--- src/rtl/voice_pkg.sv ---
// Shared sizing and FSM state encoding for the voice allocator.
package voice_pkg;

  localparam int NUM_KEYS   = 12;
  localparam int NUM_VOICES = 4;
  localparam int KEY_W      = (NUM_KEYS > 1) ? $clog2(NUM_KEYS) : 1;
  localparam int RANK_W     = (NUM_VOICES > 1) ? $clog2(NUM_VOICES) : 1;

  typedef enum logic [1:0] {
    ST_IDLE,
    ST_RELEASE,
    ST_ALLOC
  } state_e;

endpackage

--- src/rtl/voice_allocator_if.sv ---
// Key-gate input and voice-state outputs of the allocator, bundled as one port.
interface voice_allocator_if #(
  parameter int NUM_KEYS   = voice_pkg::NUM_KEYS,
  parameter int NUM_VOICES = voice_pkg::NUM_VOICES,
  parameter int KEY_W      = voice_pkg::KEY_W
);

  logic [NUM_KEYS-1:0]              key_gate_in;
  logic [NUM_VOICES-1:0]            voice_active_out;
  logic [NUM_VOICES-1:0][KEY_W-1:0] voice_key_out;
  logic [NUM_VOICES-1:0]            voice_trig_out;
  logic                             drop_out;
  logic                             busy_out;

  // The allocator consumes key gates and publishes voice state.
  modport slave (
    input  key_gate_in,
    output voice_active_out, voice_key_out, voice_trig_out, drop_out, busy_out
  );

  modport master (
    output key_gate_in,
    input  voice_active_out, voice_key_out, voice_trig_out, drop_out, busy_out
  );

endinterface

--- src/rtl/prio_enc.sv ---
// Lowest-set-bit encoder with a valid flag.
module prio_enc #(
  parameter int WIDTH = 4,
  parameter int IDX_W = (WIDTH > 1) ? $clog2(WIDTH) : 1
) (
  input  logic [WIDTH-1:0] req_i,
  output logic [IDX_W-1:0] idx_o,
  output logic             valid_o
);

  // Scanning from the top down lets the lowest set bit win.
  always_comb begin
    idx_o   = '0;
    valid_o = 1'b0;
    for (int i = WIDTH - 1; i >= 0; i--) begin
      if (req_i[i]) begin
        idx_o   = IDX_W'(i);
        valid_o = 1'b1;
      end
    end
  end

endmodule

--- src/rtl/voice_allocator.sv ---
// Allocates touch keys to a small pool of synth voices with LRU ranking.
// Define VOICE_STEAL_EN to steal the oldest voice when none is free; otherwise the press is dropped.
module voice_allocator
  import voice_pkg::*;
#(
  parameter int NUM_KEYS   = voice_pkg::NUM_KEYS,
  parameter int NUM_VOICES = voice_pkg::NUM_VOICES
) (
  input  logic             clk_in,
  input  logic             rst_in,
  voice_allocator_if.slave bus
);

  localparam int KEY_BITS  = (NUM_KEYS > 1) ? $clog2(NUM_KEYS) : 1;
  localparam int RANK_BITS = (NUM_VOICES > 1) ? $clog2(NUM_VOICES) : 1;

  logic [NUM_KEYS-1:0]                 gate_prev_q;
  logic [NUM_KEYS-1:0]                 pend_press_q, pend_press_d;
  logic [NUM_KEYS-1:0]                 pend_rel_q, pend_rel_d;
  state_e                              state_q, state_d;
  logic [KEY_BITS-1:0]                 cur_key_q, cur_key_d;
  logic [NUM_VOICES-1:0]               active_q, active_d;
  logic [NUM_VOICES-1:0][KEY_BITS-1:0] vkey_q, vkey_d;
  logic [NUM_VOICES-1:0][RANK_BITS-1:0] rank_q, rank_d;
  logic [NUM_VOICES-1:0]               trig_q, trig_d;
  logic                                drop_q, drop_d;
  logic                                busy_d;

  logic [NUM_KEYS-1:0]   rise, fall, held;
  logic [NUM_VOICES-1:0] hit_vec;
  logic [KEY_BITS-1:0]   rel_idx, press_idx;
  logic [RANK_BITS-1:0]  free_idx, hit_idx, tgt;
  logic                  rel_valid, press_valid, free_valid, hit_valid, do_trig;

  assign rise = bus.key_gate_in & ~gate_prev_q;
  assign fall = ~bus.key_gate_in & gate_prev_q;

  // A key counts as held while the ALLOC pass for it is committing, so a
  // release landing on that same edge is not lost.
  always_comb begin
    held    = '0;
    hit_vec = '0;
    for (int k = 0; k < NUM_KEYS; k++) begin
      if (state_q == ST_ALLOC && cur_key_q == KEY_BITS'(k)) held[k] = 1'b1;
      for (int v = 0; v < NUM_VOICES; v++) begin
        if (active_q[v] && vkey_q[v] == KEY_BITS'(k)) held[k] = 1'b1;
      end
    end
    for (int v = 0; v < NUM_VOICES; v++) begin
      hit_vec[v] = active_q[v] && (vkey_q[v] == cur_key_q);
    end
  end

  prio_enc #(.WIDTH(NUM_KEYS), .IDX_W(KEY_BITS)) u_rel_enc (
    .req_i(pend_rel_q), .idx_o(rel_idx), .valid_o(rel_valid)
  );
  prio_enc #(.WIDTH(NUM_KEYS), .IDX_W(KEY_BITS)) u_press_enc (
    .req_i(pend_press_q), .idx_o(press_idx), .valid_o(press_valid)
  );
  prio_enc #(.WIDTH(NUM_VOICES), .IDX_W(RANK_BITS)) u_free_enc (
    .req_i(~active_q), .idx_o(free_idx), .valid_o(free_valid)
  );
  prio_enc #(.WIDTH(NUM_VOICES), .IDX_W(RANK_BITS)) u_hit_enc (
    .req_i(hit_vec), .idx_o(hit_idx), .valid_o(hit_valid)
  );

`ifdef VOICE_STEAL_EN
  logic [NUM_VOICES-1:0] oldest_vec;
  logic [RANK_BITS-1:0]  oldest_idx;
  logic                  oldest_valid;

  always_comb begin
    for (int v = 0; v < NUM_VOICES; v++) begin
      oldest_vec[v] = (rank_q[v] == RANK_BITS'(NUM_VOICES - 1));
    end
  end

  prio_enc #(.WIDTH(NUM_VOICES), .IDX_W(RANK_BITS)) u_oldest_enc (
    .req_i(oldest_vec), .idx_o(oldest_idx), .valid_o(oldest_valid)
  );
`endif

  always_comb begin
    // NOTE: every output of this block gets a default first, so no path can infer a latch.
    state_d      = state_q;
    cur_key_d    = cur_key_q;
    pend_press_d = pend_press_q;
    pend_rel_d   = pend_rel_q;
    active_d     = active_q;
    vkey_d       = vkey_q;
    rank_d       = rank_q;
    trig_d       = '0;
    drop_d       = 1'b0;
    tgt          = '0;
    do_trig      = 1'b0;

    unique case (state_q)
      ST_IDLE: begin
        if (rel_valid) begin
          cur_key_d = rel_idx;
          state_d   = ST_RELEASE;
        end else if (press_valid) begin
          cur_key_d = press_idx;
          state_d   = ST_ALLOC;
        end
      end
      ST_RELEASE: begin
        if (hit_valid) active_d[hit_idx] = 1'b0;
        pend_rel_d[cur_key_q] = 1'b0;
        state_d               = ST_IDLE;
      end
      ST_ALLOC: begin
        pend_press_d[cur_key_q] = 1'b0;
        state_d                 = ST_IDLE;
        // A tap that fell after being latched has been cancelled; skip it.
        if (pend_press_q[cur_key_q]) begin
          if (hit_valid) begin
            tgt     = hit_idx;
            do_trig = 1'b1;
          end else if (free_valid) begin
            tgt     = free_idx;
            do_trig = 1'b1;
          end else begin
`ifdef VOICE_STEAL_EN
            tgt     = oldest_idx;
            do_trig = oldest_valid;
            drop_d  = ~oldest_valid;
`else
            drop_d  = 1'b1;
`endif
          end
        end
        if (do_trig) begin
          active_d[tgt] = 1'b1;
          vkey_d[tgt]   = cur_key_q;
          trig_d[tgt]   = 1'b1;
          for (int v = 0; v < NUM_VOICES; v++) begin
            if (rank_q[v] < rank_q[tgt]) rank_d[v] = rank_q[v] + 1'b1;
          end
          rank_d[tgt] = '0;
        end
      end
      default: state_d = ST_IDLE;
    endcase

    // Gate edges are merged last: a fall cancels any unserviced press of that key.
    pend_press_d = (pend_press_d | rise) & ~fall;
    pend_rel_d   = pend_rel_d | (fall & held);
  end

  assign busy_d = (|pend_press_d) | (|pend_rel_d) | (state_d != ST_IDLE);

  always_ff @(posedge clk_in or negedge rst_in) begin
    if (!rst_in) begin
      gate_prev_q  <= '0;
      pend_press_q <= '0;
      pend_rel_q   <= '0;
      state_q      <= ST_IDLE;
      cur_key_q    <= '0;
      active_q     <= '0;
      // NOTE: the voice key table is a handful of flops feeding outputs, so it is reset rather than left undefined.
      vkey_q       <= '0;
      for (int v = 0; v < NUM_VOICES; v++) rank_q[v] <= RANK_BITS'(v);
      trig_q       <= '0;
      drop_q       <= 1'b0;
      bus.voice_active_out <= '0;
      bus.voice_key_out    <= '0;
      bus.voice_trig_out   <= '0;
      bus.drop_out         <= 1'b0;
      bus.busy_out         <= 1'b0;
    end else begin
      // NOTE: non-blocking assignments here so every register samples pre-edge values.
      gate_prev_q  <= bus.key_gate_in;
      pend_press_q <= pend_press_d;
      pend_rel_q   <= pend_rel_d;
      state_q      <= state_d;
      cur_key_q    <= cur_key_d;
      active_q     <= active_d;
      vkey_q       <= vkey_d;
      rank_q       <= rank_d;
      trig_q       <= trig_d;
      drop_q       <= drop_d;
      bus.voice_active_out <= active_q;
      bus.voice_key_out    <= vkey_q;
      bus.voice_trig_out   <= trig_q;
      bus.drop_out         <= drop_q;
      bus.busy_out         <= busy_d;
    end
  end

endmodule

--- src/flat_wrapper.sv ---
// flat-port wrapper written by rule: the top's interface ports become plain ports
module voice_allocator_flat import voice_pkg::*;
#(
  parameter int NUM_KEYS   = voice_pkg::NUM_KEYS,
  parameter int NUM_VOICES = voice_pkg::NUM_VOICES
)
  (clk_in, rst_in, bus_key_gate_in, bus_voice_active_out, bus_voice_key_out, bus_voice_trig_out, bus_drop_out, bus_busy_out);
  voice_allocator_if #(.NUM_KEYS(NUM_KEYS), .NUM_VOICES(NUM_VOICES)) bus_i ();
  input  logic clk_in;
  input  logic rst_in;
  input wire logic [$bits(bus_i.key_gate_in)-1:0] bus_key_gate_in;
  output wire logic [$bits(bus_i.voice_active_out)-1:0] bus_voice_active_out;
  output wire logic [$bits(bus_i.voice_key_out)-1:0] bus_voice_key_out;
  output wire logic [$bits(bus_i.voice_trig_out)-1:0] bus_voice_trig_out;
  output wire logic [$bits(bus_i.drop_out)-1:0] bus_drop_out;
  output wire logic [$bits(bus_i.busy_out)-1:0] bus_busy_out;
  assign bus_i.key_gate_in = bus_key_gate_in;
  assign bus_voice_active_out = bus_i.voice_active_out;
  assign bus_voice_key_out = bus_i.voice_key_out;
  assign bus_voice_trig_out = bus_i.voice_trig_out;
  assign bus_drop_out = bus_i.drop_out;
  assign bus_busy_out = bus_i.busy_out;
  voice_allocator #(.NUM_KEYS(NUM_KEYS), .NUM_VOICES(NUM_VOICES)) u_core (.clk_in(clk_in), .rst_in(rst_in), .bus(bus_i));
endmodule
--- config.mk ---
export PLATFORM = sky130hd
export DESIGN_NAME = voice_allocator_flat
export DESIGN_NICKNAME = d
export VERILOG_FILES = /design/src/rtl/voice_pkg.sv /design/src/rtl/voice_allocator_if.sv /design/src/rtl/prio_enc.sv /design/src/rtl/voice_allocator.sv /design/src/flat_wrapper.sv
export SDC_FILE = /design/constraint.sdc
export NUM_CORES = 1
export LEC_CHECK = 0
export BUFFER_PORTS_ARGS = -buffer_cell sky130_fd_sc_hd__buf_2
export CAP_MARGIN = 20
export CORE_ASPECT_RATIO = 1.5
export CORE_MARGIN = 2
export CORE_UTILIZATION = 35
export CTS_CLUSTER_SIZE = 20
export DETAILED_ROUTE_END_ITERATION = 8
export GPL_TIMING_DRIVEN = 0
export SLEW_MARGIN = 25
export SYNTH_ARGS = -nofsm -noshare
export SYNTH_HDL_FRONTEND = slang
export SYNTH_SLANG_ARGS = --single-unit
--- constraint.sdc ---
create_clock -name clk_in -period 3.59 [get_ports clk_in]
set_clock_uncertainty 0.2 [all_clocks]
set_input_delay 0.718 -clock clk_in [delete_from_list [all_inputs] [get_ports clk_in]]
set_output_delay 0.718 -clock clk_in [all_outputs]
set_load 0.01 [all_outputs]
---- Yosys cells after proc, flatten, opt, wreduce, memory -nomap -nowiden ----
Index checks and enable logic that the tools add are counted.
word-level totals
  output and inout bits ................... 26
  logic and storage cells ................. 347
  register bits ........................... 93
  bits of input ports ..................... 14
operators by class
  bitwise logic cells ..................... 18
  magnitude comparators ................... 6
  muxes and demuxes ....................... 159
  equal/unequal tests ..................... 63
  reductions and logical operators ........ 81
operator list
  kind                                                count
  2-to-1 mux 4 bit                                    31
  2-to-1 mux 1 bit                                    104
  == test 4 x 3 -> 1 bit, second input constant       20
  == test 4 bit, second input constant                20
  bitwise AND 12 bit                                  6
  logical AND 1 bit                                   67
  inverter 12 bit                                     4
  == test 4 x 2 -> 1 bit, second input constant       10
  2-to-1 mux 2 bit                                    15
  2-to-1 mux 12 bit                                   2
  OR 12 bit                                           2
  OR reduction 12 bit                                 2
  == test 4 x 1 -> 1 bit, second input constant       5
  logical NOT 4 bit                                   5
  bitwise mux 16 bit                                  1
  == test 4 bit                                       4
  demux 4 bit (select 2 bit)                          1
  inverter 4 bit                                      2
  case mux 4 bit (2 select lines)                     1
  < comparator 2 x 3 -> 1 bit, second input constant  2
  nonzero test 2 bit                                  3
  < comparator 4 x 5 -> 1 bit, second input constant  1
  bitwise AND 4 bit                                   1
  binary-select mux 1 bit (select 4 bit)              1
  13 further kinds                                    17

---- Longest topological paths before layout ----
Gate-level depths: netlist (run 1).
  depth in word-level cells ............... 17
  mapped depth ............................ 9
  gate-level depth less buffers ........... 8

---- By module ----
Synthesis (run 1) repeated with hierarchy kept, for this count alone.
second synthesis, totals
  cells, all modules ...................... 440
  area, all modules ....................... 4580.6 um2
by module, submodules not included
  module                             cells an instance  seq. area each (um2)  times used  area an instance (um2)
  voice_allocator                    382                2327.2                1           4252.8
  prio_enc (u_core.u_press_enc ...)  22                 0.0                   2           128.9
  prio_enc (u_core.u_free_enc ...)   7                  0.0                   2           35.0

---- Least setup slack after synthesis (run 1) ----
Ideal clock, no wire load.
  kind .................................... reg2reg
  start ................................... register u_core.state_q[0]
  end ..................................... register u_core.bus.busy_out
  slack ................................... 1.199 ns
  clock period less this slack ............ 2.391 ns
  data arrival time ....................... 2.053 ns
  stages on the path, launching flop included .. 10
  cell sequence ........................... dfrtp_1 -> inv_1 -> ha_1 -> or3b_1 -> clkbuf_1 -> o211ai_1 -> nand4_1 -> a2111oi_0 -> and4b_1 -> nand4_1
between the ends
  cells in the longest elaborated chain, start to end .. 12
RTL lines
  what                            RTL line                                      RTL
  start, declared                 voice_allocator.sv:20                         state_e state_q, state_d;
  start signal, assigned          voice_allocator.sv:176                        state_q <= state_d;
  == test 2 bit                   voice_allocator.sv:44, voice_allocator.sv:97
  logical AND 1 bit               voice_allocator.sv:44                         if (state_q == ST_ALLOC && cur_key_q == KEY_BITS'(k)) held[k] = 1'b1;
  2-to-1 mux 1 bit                voice_allocator.sv:44
  2-to-1 mux 1 bit (4 in series)  voice_allocator.sv:46                         if (active_q[v] && vkey_q[v] == KEY_BITS'(k)) held[k] = 1'b1;
  bitwise AND 12 bit              voice_allocator.sv:148                        pend_rel_d = pend_rel_d | (fall & held);
  OR 12 bit                       voice_allocator.sv:148
  OR reduction 12 bit             voice_allocator.sv:151                        assign busy_d = (|pend_press_d) | (|pend_rel_d) | (state_d != ST_IDLE);
  OR 1 bit                        voice_allocator.sv:151
  OR 1 bit (*)                    voice_allocator.sv:151
  net u_core.busy_d               voice_allocator.sv:27                         logic busy_d;
  end signal, assigned            voice_allocator.sv:187                        bus.busy_out <= busy_d;
  end, declared                   voice_allocator_if.sv:18                      output voice_active_out, voice_key_out, voice_trig_out, drop_out, busy_out
The timed path passes the listed nets; every way through them passes the cells marked *.
A chain may end at the register's enable or synchronous reset.

---- Worst setup path in the final report (run 1) ----
  start ................................... register u_core.pend_rel_q[10]
  end ..................................... register u_core.bus.busy_out
between the ends
  cells in the longest elaborated chain, start to end .. 15
RTL lines
  what                             RTL line                RTL
  start, declared                  voice_allocator.sv:19   logic [NUM_KEYS-1:0] pend_rel_q, pend_rel_d;
  start signal, assigned           voice_allocator.sv:175  pend_rel_q <= pend_rel_d;
  2-to-1 mux 1 bit (11 in series)  prio_enc.sv:16          if (req_i[i]) begin
  2-to-1 mux 2 bit                 voice_allocator.sv:99   if (rel_valid) begin
  2-to-1 mux 2 bit                 voice_allocator.sv:97   unique case (state_q)
  nonzero test 2 bit               voice_allocator.sv:151
  OR 1 bit (*)                     voice_allocator.sv:151
  net u_core.busy_d                voice_allocator.sv:27
Marked as above.

==> flow_summary_export.csv, run 1 <==
group,metric,value,unit
die,ioPinCount,40,
clocking,post_cts_buffers,0,
job,drv_cap,0,
die,die_area,14260,µm²
yosys,synth_ff_type,"dfrtp_1",
finish,nNetsFinal,511,
worst_setup_path,crit_buf_inv,0,
yosys,yosysSeqAreaShare,49.99,%
finish,layout-drive-gt1-share,19.52,%
pwr,peakVddDrop,222.0,µV
worst_hold_path,hp-class,"primary input to async pin",
route,vias,3673,
global_routing,grt_pass1_wl,19890,µm
place,place_inst,642,
worst_setup_path,arrival,3.04,ns
outcome,outcome,"completed",
die,dieWidth,98.17,µm
worst_setup_path,critical_path.startpoint,"u_core.pend_rel_q[10]",
sta,setup_slack,0.5578,ns
yosys,yosysWarnings,0,
clocking,cts_buffers,9,
finish,area_growth_syn_to_layout,15.69,%
place,place_area,5084,µm²
route,drtIter0Drc,275,
yosys,synth_cell_types,68,
sta,clock.fmax,0.3298,GHz
yosys,ys_async_sr_fraction,100.0,%
finish,fillers,1296,
worst_setup_path,cp.required,3.60,ns
clocking,cts_max_level,3,
route,ant_nets,0,
clocking,cts_hold_buf,0,
clocking,root_buffer,"clkbuf_16",
worst_setup_path,reg2reg_depth,6,
pwr,power.leakage,2.467,nW
route,wl_per_cell,18.85,µm
sta,rsz0062_at_grt,"false",
worst_setup_path,start_kind,"register",
yosys,syn_inst,443,
die,start_util,35.77,%
sta,finalCritPeriodShare,84.46,%
sta,fin_setup_tns,0,ns
pwr,powerDensity,653.4,nW/µm²
sta,slew_headroom,34.84,%
route,vias_per_cell,5.599,
sta,setup_violations,0,
worst_setup_path,path_max_fanout,4,
route,wl,12370,µm
place,place_hpwl,9461,µm
yosys,ys_ff_latch,93,
worst_setup_path,slowest_stage,"nor4_1",
finish,final_area,5386,µm²
finish,n_antenna_cell,0,
die,fp.dieH,145.3,µm
yosys,synth_enable_flop_cells,0,
sta,whs,0.08349,ns
finish,layoutNonFillerInstCount,656,
place,portBuffers,39,
yosys,synthesis.nets,460,
yosys,avgSynthCellArea,10.51,µm²
sta,timing.final.crit_period,3.032,ns
clocking,numClockSinks,93,
sta,final-hold-violation-count,0,
yosys,syn_area,4656,µm²
worst_setup_path,crit_chain,"nor4_1 -> nand3_1 -> a21o_1 -> a2111oi_0 -> and4b_1 -> nand4_1",
global_routing,grt_pass1_vias,3745,
worst_setup_path,worst_r2r_startpoint,"u_core.pend_rel_q[10]",
finish,fin_util,41.38,%
worst_setup_path,criticalPathCategory,"register to register",
place,gp_congestion,0.8830,
worst_setup_path,r2r_setup_slack,0.56,ns
worst_setup_path,endpoint_kind,"register",
die,core,13020,µm²
clocking,cts.path.max_buffers,2,
clocking,clk_latency,0.35,ns
route,drc_errors,0,
worst_setup_path,r2r-end,"u_core.bus.busy_out",
global_routing,grt_overflow,0,
place,pre_cts_ws,0.5649,ns
clocking,cts_tree,"done",
sta,maxSlewViolCount,0,
global_routing,antenna_found_initial,0,
pwr,power.total,3.520,mW
worst_setup_path,cp_slowest_stage_delay,0.84,ns
clocking,cts.reportedPaths.clkPinSlew,0.07,ns
sta,worstMarginPinSlew,0.9684,ns
route,drt_first_pass_iters,4,
clocking,cts_resized,0,
worst_setup_path,crit_family,"simple AND/OR/NAND/NOR gates",
global_routing,grtUsageTotal,18.09,%
global_routing,grt_max_degree,49,
die,rows,51,
==> layer usage <==
| metal | GRT usage [%] | share of wire, % | up-vias |
|---|---|---|---|
| li1 | - | - | 1709 |
| met1 | 18.99 | 37 | 1793 |
| met2 | 32.84 | 54 | 140 |
| met3 | 3.661 | 4.9 | 31 |
| met4 | 10.48 | 4.5 | 0 |
| met5 | 0 | 0 | - |
==> layout by cell type (no fill, tap or decap), drive strengths merged, types with 3 or more instances in the layout <==
master / synthesis / routed
xnor2: 5 / 5
nand3b: 11 / 11
nand3: 8 / 8
nand2: 31 / 31
mux4: 3 / 3
nor3b: 4 / 4
nor3: 13 / 13
buf: 15 / 55
clkbuf: 5 / 15
inv: 21 / 22
nor2b: 10 / 10
nand2b: 30 / 30
o22ai: 20 / 20
o211ai: 6 / 6
nor4: 11 / 11
or4: 3 / 3
or2: 3 / 3
nand4: 6 / 6
ha: 3 / 3
a21oi: 9 / 9
xor2: 11 / 11
o32ai: 4 / 4
a211oi: 3 / 3
o21ai: 30 / 30
nor2: 27 / 27
o31ai: 4 / 4
mux2: 17 / 17
dfrtp: 93 / 93
==> state kept, by name (all words and copies together) (netlist names), 2 cells and up <==
signal	flops
u_core.trig_q	4
u_core.bus.voice_active_out	4
u_core.cur_key_q	4
u_core.bus.voice_key_out	16
u_core.active_q	4
u_core.pend_press_q	12
u_core.pend_rel_q	12
u_core.state_q	2
u_core.bus.voice_trig_out	4
u_core.gate_prev_q	12
u_core.vkey_q	16
==> area by class of cell <==
cell class	count	area, µm²	area share (%)
Sequential cell	93	2327	43.21
Multi-Input combinational cell	309	2138	39.70
Clock buffer	10	229.0	4.251
Timing Repair Buffer	40	229.0	4.251
Tap cell	159	198.9	3.693
Buffer	20	111.4	2.067
Inverter	21	78.83	1.463
Clock inverter	4	73.82	1.370
==> cell usage after synthesis, types with 2 or more instances <==
| cell | n | area (µm²) |
|---|---|---|
| and3_1 | 2 | 12.51 |
| xor2_1 | 11 | 96.34 |
| o21a_1 | 2 | 15.01 |
| ha_1 | 3 | 37.54 |
| o211ai_1 | 5 | 37.54 |
| buf_6 | 2 | 22.52 |
| a22o_1 | 2 | 17.52 |
| nand2b_1 | 30 | 187.7 |
| o32ai_1 | 4 | 35.03 |
| mux2_2 | 13 | 146.4 |
| a41o_1 | 2 | 20.02 |
| o31ai_1 | 3 | 22.52 |
| nand4_1 | 6 | 37.54 |
| a211oi_1 | 3 | 22.52 |
| or4_1 | 3 | 22.52 |
| mux4_1 | 2 | 52.55 |
| clkbuf_1 | 5 | 18.77 |
| and2_1 | 2 | 12.51 |
| nor2_1 | 27 | 101.4 |
| o22ai_1 | 20 | 125.1 |
| a32o_1 | 2 | 20.02 |
| a22oi_1 | 2 | 15.01 |
| mux2_4 | 4 | 60.06 |
| o21ai_0 | 29 | 145.1 |
| o21bai_1 | 2 | 15.01 |
| nor3_1 | 13 | 65.06 |
| dfrtp_1 | 93 | 2327 |
| buf_2 | 11 | 55.05 |
| nand3b_1 | 11 | 82.58 |
| nand2_1 | 30 | 112.6 |
| nand3_1 | 8 | 40.04 |
| buf_4 | 2 | 15.01 |
| a21oi_1 | 8 | 40.04 |
| nor3b_1 | 4 | 30.03 |
| nor2b_1 | 10 | 62.56 |
| or2_2 | 2 | 12.51 |
| xnor2_1 | 5 | 43.79 |
| inv_1 | 21 | 78.83 |
| nor4_1 | 10 | 62.56 |
==> where the power goes <==
group          internal, mW  switching (mW)
logic                 0.458           0.774
registers              1.19           0.109
clock network         0.603           0.386
total                  2.25            1.27
==> how the worst max path moves through the flow <==
stage	endpoint	slack, ns	depth (start not counted)
finish	u_core.bus.busy_out	0.56	6
global route	u_core.bus.busy_out	0.42	6
CTS	u_core.bus.busy_out	0.54	6
detailed placement	u_core.bus.busy_out	0.56	6
global placement	u_core.bus.busy_out	0.54	6
floorplan	u_core.bus.busy_out	1.20	9
==> cell families after synthesis <==
logic type	after synthesis	synth area share, %
simple gates	170	20.91
xor+xnor	16	3.010
fa+ha+maj	3	0.8063
mux	21	6.262
buf+inv	41	4.085
compound gates	99	14.94
flops	93	49.99
==> worst reg2reg max path: stages (launching register included) <==
cell	delay [ns]
dfrtp_1	0.40
nor4_1	0.84
nand3_1	0.41
a21o_1	0.31
a2111oi_0	0.38
and4b_1	0.25
nand4_1	0.09
(Power assumes the default switching activity.)
==> run 2, diff against run 1 <==
ABC_AREA = 1   (was unset)
clock period = 2.5 ns   (was 3.59 ns; I/O delays follow)
==> run 2 against run 1 <==
Power increased by 87%. Cell area is 6.5% higher. Sequential power is 57% higher. Final cell count grew 33%. Hold slack lost 0.022 ns. Worst setup slack worse by 0.41 ns. Global-route usage up 2.2 points. Synthesized area increased by 4.8%. Routed wire length grew 17%. Synthesized cell count increased by 47%. Combinational power is 140% higher. Critical path depth increased by 7.
==> flow_summary_export.csv, run 2 <==
group,metric,value,unit
worst_setup_path,start_kind,"register",
sta,fin_setup_tns,0,ns
worst_setup_path,endpoint_kind,"register",
yosys,synth_top_area_share,47.68,%
yosys,synthesis.nets,667,
global_routing,grt_pass1_wl,22340,µm
clocking,numClockSinks,93,
clocking,cts.reportedPaths.clkPinSlew,0.07,ns
yosys,syn_area,4881,µm²
place,pre_cts_ws,0.02691,ns
die,rows,52,
die,start_util,36.07,%
place,place_area,5313,µm²
global_routing,grt_pass1_vias,4289,
yosys,ys_ff_latch,93,
worst_setup_path,path_max_fanout,10,
yosys,yosysWarnings,0,
sta,setup_violations,0,
worst_setup_path,crit_chain,"buf_4 -> inv_2 -> buf_12 -> nand2_2 -> nor2_1 -> nand2_1 -> o21ai_0 -> nor2_1 -> o22ai_1 -> nor2_1 -> nand2_1 -> nor2_1 -> nand2_1",
clocking,cts_buffers,9,
global_routing,antenna_found_initial,0,
sta,maxSlewViolCount,0,
sta,whs,0.06102,ns
yosys,syn_inst,650,
yosys,synthTopCellsByArea,"dfrtp_1 (48%), nand2_1 (15%), nor2_1 (7.2%)",
finish,nNetsFinal,720,
sta,slew_headroom,53.18,%
global_routing,grt_overflow,0,
yosys,yosysSeqAreaShare,47.68,%
worst_setup_path,cp.required,2.54,ns
clocking,cts_max_level,3,
yosys,synth_most_common_cell,"nand2_1",
sta,setup_slack,0.1509,ns
clocking,root_buffer,"clkbuf_16",
die,die_area,14930,µm²
worst_setup_path,slowest_stage,"dfrtp_1",
yosys,ys_async_sr_fraction,100.0,%
yosys,yosysTopAreaCell,"dfrtp_1",
place,gp_congestion,0.9054,
outcome,outcome,"completed",
route,wl,14480,µm
yosys,synth_ff_type,"dfrtp_1",
worst_setup_path,cp_slowest_stage_delay,0.33,ns
finish,n_antenna_cell,0,
sta,finalCritPeriodShare,93.96,%
route,wl_per_cell,16.64,µm
clocking,clk_latency,0.35,ns
global_routing,grtUsageTotal,20.30,%
finish,area_growth_syn_to_layout,17.53,%
clocking,cts.path.max_buffers,2,
pwr,peakVddDrop,399.7,µV
sta,final-hold-violation-count,0,
sta,clock.fmax,0.4257,GHz
finish,reg_top3,"u_core.bus.voice_key_out: 16 flops, u_core.vkey_q: 16 flops",
pwr,powerDensity,1145,nW/µm²
worst_setup_path,arrival,2.39,ns
yosys,synth_commonest_cells,"nand2_1 (190), dfrtp_1 (93), nor2_1 (93)",
pwr,power.leakage,3.061,nW
die,core,13530,µm²
die,dieWidth,100.4,µm
finish,mostFrequentLayoutCells,"nand2_1 (184), nor2_1 (93), dfrtp_1 (93), inv_1 (90), buf_2 (40)",
worst_setup_path,r2r_setup_slack,0.15,ns
yosys,avgSynthCellArea,7.509,µm²
sta,worstMarginPinSlew,0.7023,ns
sta,rsz0062_at_grt,"true",
place,place_hpwl,11460,µm
die,fp.dieH,148.6,µm
finish,final_common_cell,"nand2_1",
finish,final_area,5737,µm²
finish,layout-drive-gt1-share,15.82,%
global_routing,grt_max_degree,53,
route,drtIter0Drc,225,
die,ioPinCount,40,
worst_setup_path,cp_common_cell,"nor2_1",
route,vias,4365,
route,drt_first_pass_iters,5,
route,drc_errors,0,
route,vias_per_cell,5.017,
worst_setup_path,criticalPathCategory,"register to register",
sta,timing.final.crit_period,2.349,ns
clocking,cts_tree,"done",
worst_hold_path,hp-class,"primary input to register",
yosys,synth_cell_types,34,
job,drv_cap,0,
yosys,synth_enable_flop_cells,0,
route,ant_nets,0,
place,portBuffers,39,
-- run 2: cell types whose count changed in the layout (fill, tap and decap cells not counted), moves of 13 or more --
cell,previous run,this run
mux2_2,13,0
nand2_1,30,184
o22ai_1,20,7
nand2b_1,30,0
nor2_1,27,93
nand3_1,8,39
inv_1,21,90
-- run 2: worst max-delay path: cells and delay by family (launching register included) --
family,cells,cell delay (ns)
flops,1,0.33
buf+inv,3,0.42
simple gates,8,0.97
compound gates,2,0.31
-- run 2: stage by stage --
stage | cells | power, mW | util (%)
after floorplan | 650 | 4.065 | -
after global placement | 851 | 4.860 | 39.01
after detailed placement | 852 | 4.921 | 39.26
after CTS | 869 | 6.485 | 41.87
after global routing | 870 | 7.002 | 42.39
final | 870 | 6.567 | 42.39
-- run 2: final timing paths --
path / end / start / cells after the start
min reg2reg: u_core.bus.voice_trig_out[2] / u_core.trig_q[2] / 0
max: u_core.bus.busy_out / u_core.cur_key_q[2] / 13
max reg2reg: u_core.bus.busy_out / u_core.cur_key_q[2] / 13
max in group asynchronous: u_core.cur_key_q[2] / rst_in / 3
min in group asynchronous: u_core.bus.voice_trig_out[2] / rst_in / 2
min: u_core.gate_prev_q[2] / bus_key_gate_in[2] / 1
-- run 2: cell type report --
class / instances / area, µm²
fillers: 1407 / 7796
flip-flops and latches: 93 / 2327
clock buffers: 12 / 266.5
plain buffers: 9 / 93.84
well taps: 162 / 202.7
repair buffers: 42 / 246.5
multi-input cells: 451 / 2153
inverters: 97 / 369.1
clock inverters: 4 / 77.57
-- run 2: metal layers --
layer,routed length (µm),GRT usage (%),vias up
met5,0,0,-
met4,850,13.42,0
met3,485,2.068,45
met2,7839,37.72,145
met1,5305,21.12,2017
li1,-,-,2158
-- run 2: power breakdown --
| part | switching, mW | total (mW) | internal (mW) |
|---|---|---|---|
| sequential | 0.240 | 2.04 | 1.80 |
| combinational | 2.06 | 2.97 | 0.911 |
| clock | 0.588 | 1.55 | 0.963 |
-- run 2: what timing repair did --
item | in CTS | in global routing
hold buffers | 1 | 0
buffers inserted | 0 | 1
hold endpoints to repair | 41 | 0
endpoints found under the setup margin | 0 | 16
resized for setup | 0 | 17
-- run 2: kinds of logic after synthesis --
family | Yosys count | synth area share [%]
XOR/XNOR | 1 | 0.1795
buffers and inverters | 106 | 9.177
adder cells (fa/ha/maj) | 3 | 0.7691
AND/OR/NAND/NOR | 374 | 33.56
AO/OA/AOI/OAI | 73 | 8.639
flip-flops | 93 | 47.68
